### config.mk
export PLATFORM = sky130hd
export DESIGN_NAME = sd_card_cmd_responder
export DESIGN_NICKNAME = d
export VERILOG_FILES = /design/src/rtl/sd_card_cmd_responder.sv
export SDC_FILE = /design/constraint.sdc
export NUM_CORES = 1
export LEC_CHECK = 0
export CORE_UTILIZATION = 50
export CTS_BUF_LIST = sky130_fd_sc_hd__clkbuf_4 sky130_fd_sc_hd__clkbuf_8
export CTS_CLUSTER_SIZE = 30
export DETAILED_ROUTE_END_ITERATION = 6
export PLACE_DENSITY = 0.77
export SKIP_CTS_REPAIR_TIMING = 1
export SLEW_MARGIN = 0
export SYNTH_ARGS = -nofsm -noshare
export SYNTH_HDL_FRONTEND = slang
export SYNTH_SLANG_ARGS = --single-unit
### constraint.sdc
create_clock -name iclk -period 1.9 [get_ports iclk]
set_input_delay 0.475 -clock iclk [delete_from_list [all_inputs] [get_ports iclk]]
set_output_delay 0.475 -clock iclk [all_outputs]
set_load 0.02 [all_outputs]
### src/rtl/sd_card_cmd_responder.sv
// rtl/sd_card_cmd_responder.sv - card-side SD CMD line: frame receiver with CRC7 check and
// response serialiser with a programmable NCR gap.
module sd_card_cmd_responder #(
    parameter int NCR = 2
) (
    input  logic        iclk,
    input  logic        irst,
    input  logic        icmd_sd,
    output logic        ocmd_sd,
    output logic        ocmd_oe,
    output logic        ocmd_valid,
    output logic [5:0]  ocmd_index,
    output logic [31:0] ocmd_arg,
    output logic        ocrc_err,
    input  logic        iresp_start,
    input  logic [5:0]  iresp_index,
    input  logic [31:0] iresp_arg,
    input  logic        iresp_nocrc,
    output logic        oresp_busy,
    output logic        oresp_done
);

    typedef enum logic [2:0] {IDLE, RX, CHECK, NCR_WAIT, TX} state_t;

    localparam logic [6:0] NCR_LAST = 7'(NCR - 1);

    state_t      state;
    state_t      state_next;
    logic [6:0]  cnt;
    logic [6:0]  crc;
    logic [45:0] rx_shreg;
    logic [46:0] rx_bits;
    logic        frame_ok;
    logic [39:0] tx_shreg;
    logic        tx_nocrc;

    function automatic logic [6:0] crc7_step(input logic [6:0] c, input logic b);
        logic fb;
        fb = b ^ c[6];
        return {c[5:3], c[2] ^ fb, c[1:0], fb};
    endfunction

    // Frame bits 46..0 as seen on the last RX cycle; the start bit is implied.
    assign rx_bits  = {rx_shreg, icmd_sd};
    assign frame_ok = rx_bits[46] && (rx_bits[7:1] == crc) && rx_bits[0];

    always_ff @(posedge iclk or negedge irst) begin
        if (!irst) begin
            state <= IDLE;
        end else begin
            state <= state_next;
        end
    end

    always_comb begin
        state_next = state;
        case (state)
            IDLE: begin
                if (!icmd_sd) begin
                    state_next = RX;
                end else if (iresp_start) begin
                    state_next = NCR_WAIT;
                end
            end
            RX:       if (cnt == 7'd47) state_next = CHECK;
            CHECK:    state_next = IDLE;
            NCR_WAIT: if (cnt == NCR_LAST) state_next = TX;
            TX:       if (cnt == 7'd47) state_next = IDLE;
            default:  state_next = IDLE;
        endcase
    end

    always_comb begin
        ocmd_sd    = 1'b1;
        ocmd_oe    = 1'b0;
        oresp_busy = (state != IDLE);
        if (state == TX) begin
            ocmd_oe = 1'b1;
            if (cnt < 7'd40) begin
                ocmd_sd = tx_shreg[39];
            end else if (cnt < 7'd47) begin
                ocmd_sd = tx_nocrc | crc[6];
            end
        end
    end

    always_ff @(posedge iclk or negedge irst) begin
        if (!irst) begin
            cnt        <= '0;
            crc        <= '0;
            rx_shreg   <= '0;
            tx_shreg   <= '0;
            tx_nocrc   <= 1'b0;
            ocmd_valid <= 1'b0;
            ocrc_err   <= 1'b0;
            ocmd_index <= '0;
            ocmd_arg   <= '0;
            oresp_done <= 1'b0;
        end else begin
            ocmd_valid <= 1'b0;
            ocrc_err   <= 1'b0;
            oresp_done <= 1'b0;
            case (state)
                IDLE: begin
                    // The start bit is a zero, so it leaves the CRC at its initial value.
                    if (!icmd_sd) begin
                        cnt      <= 7'd1;
                        crc      <= '0;
                        rx_shreg <= '0;
                    end else if (iresp_start) begin
                        cnt      <= '0;
                        crc      <= '0;
                        tx_shreg <= {2'b00, iresp_index, iresp_arg};
                        tx_nocrc <= iresp_nocrc;
                    end
                end
                RX: begin
                    rx_shreg <= rx_bits[45:0];
                    cnt      <= cnt + 7'd1;
                    if (cnt < 7'd40) begin
                        crc <= crc7_step(crc, icmd_sd);
                    end
                    if (cnt == 7'd47) begin
                        ocmd_valid <= frame_ok;
                        ocrc_err   <= !frame_ok;
                        if (frame_ok) begin
                            ocmd_index <= rx_bits[45:40];
                            ocmd_arg   <= rx_bits[39:8];
                        end
                    end
                end
                NCR_WAIT: begin
                    cnt <= (cnt == NCR_LAST) ? 7'd0 : cnt + 7'd1;
                end
                TX: begin
                    cnt <= cnt + 7'd1;
                    if (cnt < 7'd40) begin
                        crc      <= crc7_step(crc, tx_shreg[39]);
                        tx_shreg <= {tx_shreg[38:0], 1'b0};
                    end else begin
                        crc <= {crc[5:0], 1'b0};
                    end
                    if (cnt == 7'd47) begin
                        oresp_done <= 1'b1;
                    end
                end
                default: ;
            endcase
        end
    end

endmodule
# Word level (Yosys, flattened, before mapping)
# Cells that the tools add are included.
[op_classes]
n_bitwise = 5
mux = 30
add_sub_neg = 1
n_eq_ne = 15
n_reduce_logical = 17
order_cmp = 2
[op_table]
columns = ["op", "n"]
rows = [
  ["$mux W40", 3],
  ["$pmux W46 S2", 1],
  ["$pmux W40 S2", 1],
  ["$mux W46", 1],
  ["$pmux W7 S3", 2],
  ["$mux W7", 5],
  ["$mux W3", 5],
  ["$lt A7 B6 Y1 const B", 2],
  ["$ne A2 B2 Y1 const B", 7],
  ["$pmux W3 S4", 1],
  ["$mux W1", 10],
  ["$reduce_and A3 Y1", 3],
  ["$reduce_bool A3 Y1", 3],
  ["$reduce_and A4 Y1", 2],
  ["$add A7 B1 Y7 const B", 1],
  ["$eq A7 B1 Y1 const B", 1],
  ["$eq A7 B6 Y1 const B", 1],
  ["$eq A7 B7 Y1", 1],
  ["$mux W4", 1],
  ["$reduce_and A2 Y1", 2],
  ["$reduce_bool A2 Y1", 2],
  ["$xor A1 B1 Y1", 4],
  ["$eq A3 B1 Y1 const B", 1],
  ["$eq A3 B2 Y1 const B", 1],
  ["other kinds (8)", 9],
]
[totals]
register_bits = 145
inputBits = 43

# Logic depth before layout (Yosys ltp)
[depth]
word_depth = 6
depth_mapped = 7

# Worst setup path before layout
# OpenSTA, ideal clock, no wires.
[synth_timing]
path_type = "register -> output"
start = "reg state[1]"
end = "out ocmd_sd"
n_path_buf = 2
path_stages_with_launch = 6
arrival_ns = 1.865
path_slack_ns = -0.440
required_ns = 1.425
cell_sequence = "dfrtp_1 -> or3b_1 -> clkbuf_1 -> inv_1 -> clkbuf_1 -> o21ai_0"
[synth_between]
elab_chain_len = 2
[synth_lines]
columns = ["element", "line", "rtl"]
rows = [
  ["from (decl)", "27", "state_t state;"],
  ["from (signal assigned)", "51", "state <= state_next;"],
  ["$eq A3 B3 Y1", "77", "if (state == TX) begin"],
  ["$mux W1", "77", ""],
  ["to (decl)", "9", "output logic ocmd_sd,"],
]
# No other way between the ends.

# Worst setup path in the final report
[layout_timing]
start = "reg cnt[4]"
end = "out ocmd_sd"
[layout_between]
elab_chain_len = 4
word_cells_on_any_way = 5
[layout_lines]
columns = ["element", "line", "rtl"]
rows = [
  ["from (decl)", "29", "logic [6:0] cnt;"],
  ["from (signal assigned)", "119", "cnt <= cnt + 7'd1;"],
  ["from (signal assigned)", "133", "cnt <= (cnt == NCR_LAST) ? 7'd0 : cnt + 7'd1;"],
  ["from (signal assigned)", "136", "cnt <= cnt + 7'd1;"],
  ["$lt A7 B6 Y1", "81", "end else if (cnt < 7'd47) begin"],
  ["$mux W1", "81", ""],
  ["$mux W1 *", "79", "if (cnt < 7'd40) begin"],
  ["$mux W1 *", "77", ""],
]
# Every way passes the cells marked *; elsewhere a longest branch is shown, timed or not.

==> metrics.txt <==
status=finished, violations left; violated checks=setup timing; Async SR Flop Fraction=100%; Switch Pwr=1.30 mW; Fin. Hold Viols=0; Final ANT Viol Nets=0; GRT busiest layer=met2; worst slack at placement=-0.393 ns; total grt overflow=0; area leader, netlist=dfrtp_1; # IOs=87; Routed WL per cell=17.8 um; Clk pwr share=39.8%; GRT met2 Usage=35.2%; number of diodes=0; final period utilization=112%; vias=4925; Max Root-Sink Buffers=2; static leakage=4.64 nW; DRC=0; combinational share of power=3.4%; final-stage net count=roughly 740; Mean Syn Cell Area=11.3 um2; crit path time final=2.12 ns; f_max=between 400 and 500 MHz; Sw Share=24.0%; CTS tree=yes; Reg2Reg Depth=8; share of the synthesized area in the top cell type=between 50% and 60%; Power Density=approximately 640 nW/um2; total power=5.43 mW; worst min-delay path class=in2async; initial antenna violation count=0; vias in the first global route=4600; Worst Setup Path Type=reg2out; post-synth net total=595; die height=113 um; Worst VDD drop=between 500 and 600 uV; Pins Over Slew Limit=0; register bit count reported by yosys=around 150; P&R area growth vs syn=36.3%; Slew HR=around three fifths; Core Area=12100 um2; CTS Buf Count=17; Synth area leaders=dfrtp_1 59%, a22o_1 6.4%, mux2_2 5.5%; All-Layer GR Usage=between 20% and 30%; hpwl dp=just under 9000 um; Most used DFF post-synth=dfrtp_1; commonest non-fill, non-tap cell in the layout=dfrtp_1; root buf cell=clkbuf_8; Post-Syn Area=6190 um2; Crit. End Element=output pin; CP Data Required Time=between 1 and 1.5 ns; via/cell ratio=about 5.7; sequential fraction of design power=between 50% and 60%; Die Span X=113 um; hold_ws=about 0.50 ns; critical path fanouts, max=2; largest net degree at the start of global routing=48; WP data arrival=1.65 ns; register clock-pin slew on the reported worst setup and hold paths=0.08 ns; Gate Count Post-Synth=550; Max-cap violations=0; row cnt=40; H-tree levels=4; First-pass DRT Iterations=5; starting DRC count in detailed routing=428; R2R Setup Slk=-0.16 ns; GR Layer Usage met3=4.45%; Worst Max-Slew Pin Slew=0.592 ns; PnR worst setup slack=-0.225 ns; Critical Path Source Type=flop; Clock Sinks=145; Starting Density=between 50% and 60%; Post-synth EDFFs=0; I/O Buffers=86; first-pass GRT wire length=22200 um; Pint=4.13 mW; unrepaired setup endpoints after global routing=yes; Seq/Total Area, Yosys=58.6%; final WL=15500 um; count of final setup violators=53; total die area=between 10000 and 15000 um2; fraction of layout cells with a size suffix above 1=between 20% and 30%; Worst-Skew Late Latency=0.46 ns; Cell variety after synth=49; YS warnings=0; gpl congestion=0.843; met1 GRT Util=29.8%; most frequent cells in the layout=145 x dfrtp_1, 87 x nand2_1, 47 x buf_4; clock skew after layout=~0.0095 ns
[layer usage]
metal	part of all wire, %	up-vias
met2	50	133
li1	-	2238
met1	44	2525
met4	2.0	0
met5	0	-
met3	4.0	29
[cell families (layout without fill, tap and decap cells)]
family	after synthesis	after routing	synth area share, %
buf+inv	53	205	4.02
xor+xnor	10	10	1.41
fa+ha+maj	2	2	0.404
mux	42	42	8.14
flops	145	145	58.6
simple gates	171	172	12.3
compound gates	127	127	15.1
[cell type report]
cell class / instances / area (um2)
sequential: 145 / 3630
fill: 825 / 3620
multi-input combinational: 353 / 2430
timing repair buffer: 159 / 1780
clock buffer: 19 / 255
tap: 168 / 210
clock inverter: 12 / 87.6
inverter: 15 / 58.8
[power by group through the flow]
stage	clock network, mW	registers [mW]	logic [mW]
after floorplan	0	3.15	0.0136
after global placement	0	3.15	0.181
after detailed placement	0	3.15	0.185
after CTS	2.20	3.08	0.187
after global routing	2.34	3.08	0.203
final	2.16	3.08	0.184
[sequential cells by signal (all words and copies together) (netlist names), 3 cells and up]
name and count:
ocmd_index 6, ocmd_arg 32, crc 7, tx_shreg 40, cnt 7, rx_shreg 46
state 3
[Yosys cell counts, types with 2 or more instances]
| master | count |
|---|---|
| o211ai_1 | 6 |
| nand3_1 | 8 |
| mux2_4 | 9 |
| nor2_1 | 45 |
| o31a_1 | 2 |
| buf_6 | 2 |
| a21oi_1 | 10 |
| nand2_1 | 87 |
| nand4_1 | 4 |
| buf_2 | 13 |
| o21ai_0 | 13 |
| o32ai_1 | 2 |
| inv_1 | 15 |
| nor3_1 | 4 |
| clkbuf_1 | 18 |
| ha_1 | 2 |
| mux2i_1 | 2 |
| mux2_2 | 30 |
| dfrtp_1 | 145 |
| nand2b_1 | 4 |
| xor2_1 | 7 |
| nor4_1 | 4 |
| a31oi_1 | 38 |
| xnor2_1 | 3 |
| buf_4 | 5 |
| a21o_1 | 3 |
| or3_1 | 3 |
| a22o_1 | 45 |
[worst paths after layout]
kind | start | end
worst min register to register | ocmd_arg[6] | ocmd_arg[6]
max in group asynchronous | irst | tx_shreg[25]
min in group iclk | ocmd_arg[6] | ocmd_arg[6]
worst max register to register | cnt[4] | ocmd_arg[14]
worst max-delay path | cnt[4] | ocmd_sd
worst min-delay path | irst | ocmd_arg[31]
[worst max-delay path: stages (launching register included)]
cell     delay (ns)
dfrtp_1        0.38
or3b_4         0.42
nor3_4         0.17
o21ai_2        0.09
buf_6          0.13
[through the flow]
| stage | util (%) | TNS, ns | cell area, um2 | cells |
|---|---|---|---|---|
| floorplan | - | -0.00447 | 6210 | 550 |
| global placement | 61.9 | -34.73 | 7470 | 809 |
| detailed placement | 61.9 | -45.11 | 7470 | 809 |
| CTS | 64.8 | -9.56 | 7810 | 840 |
| global route | 70.0 | -10.61 | 8440 | 871 |
| finish | 70.0 | -5.83 | 8440 | 871 |
Note: power is estimated with default switching activity, not from simulation.
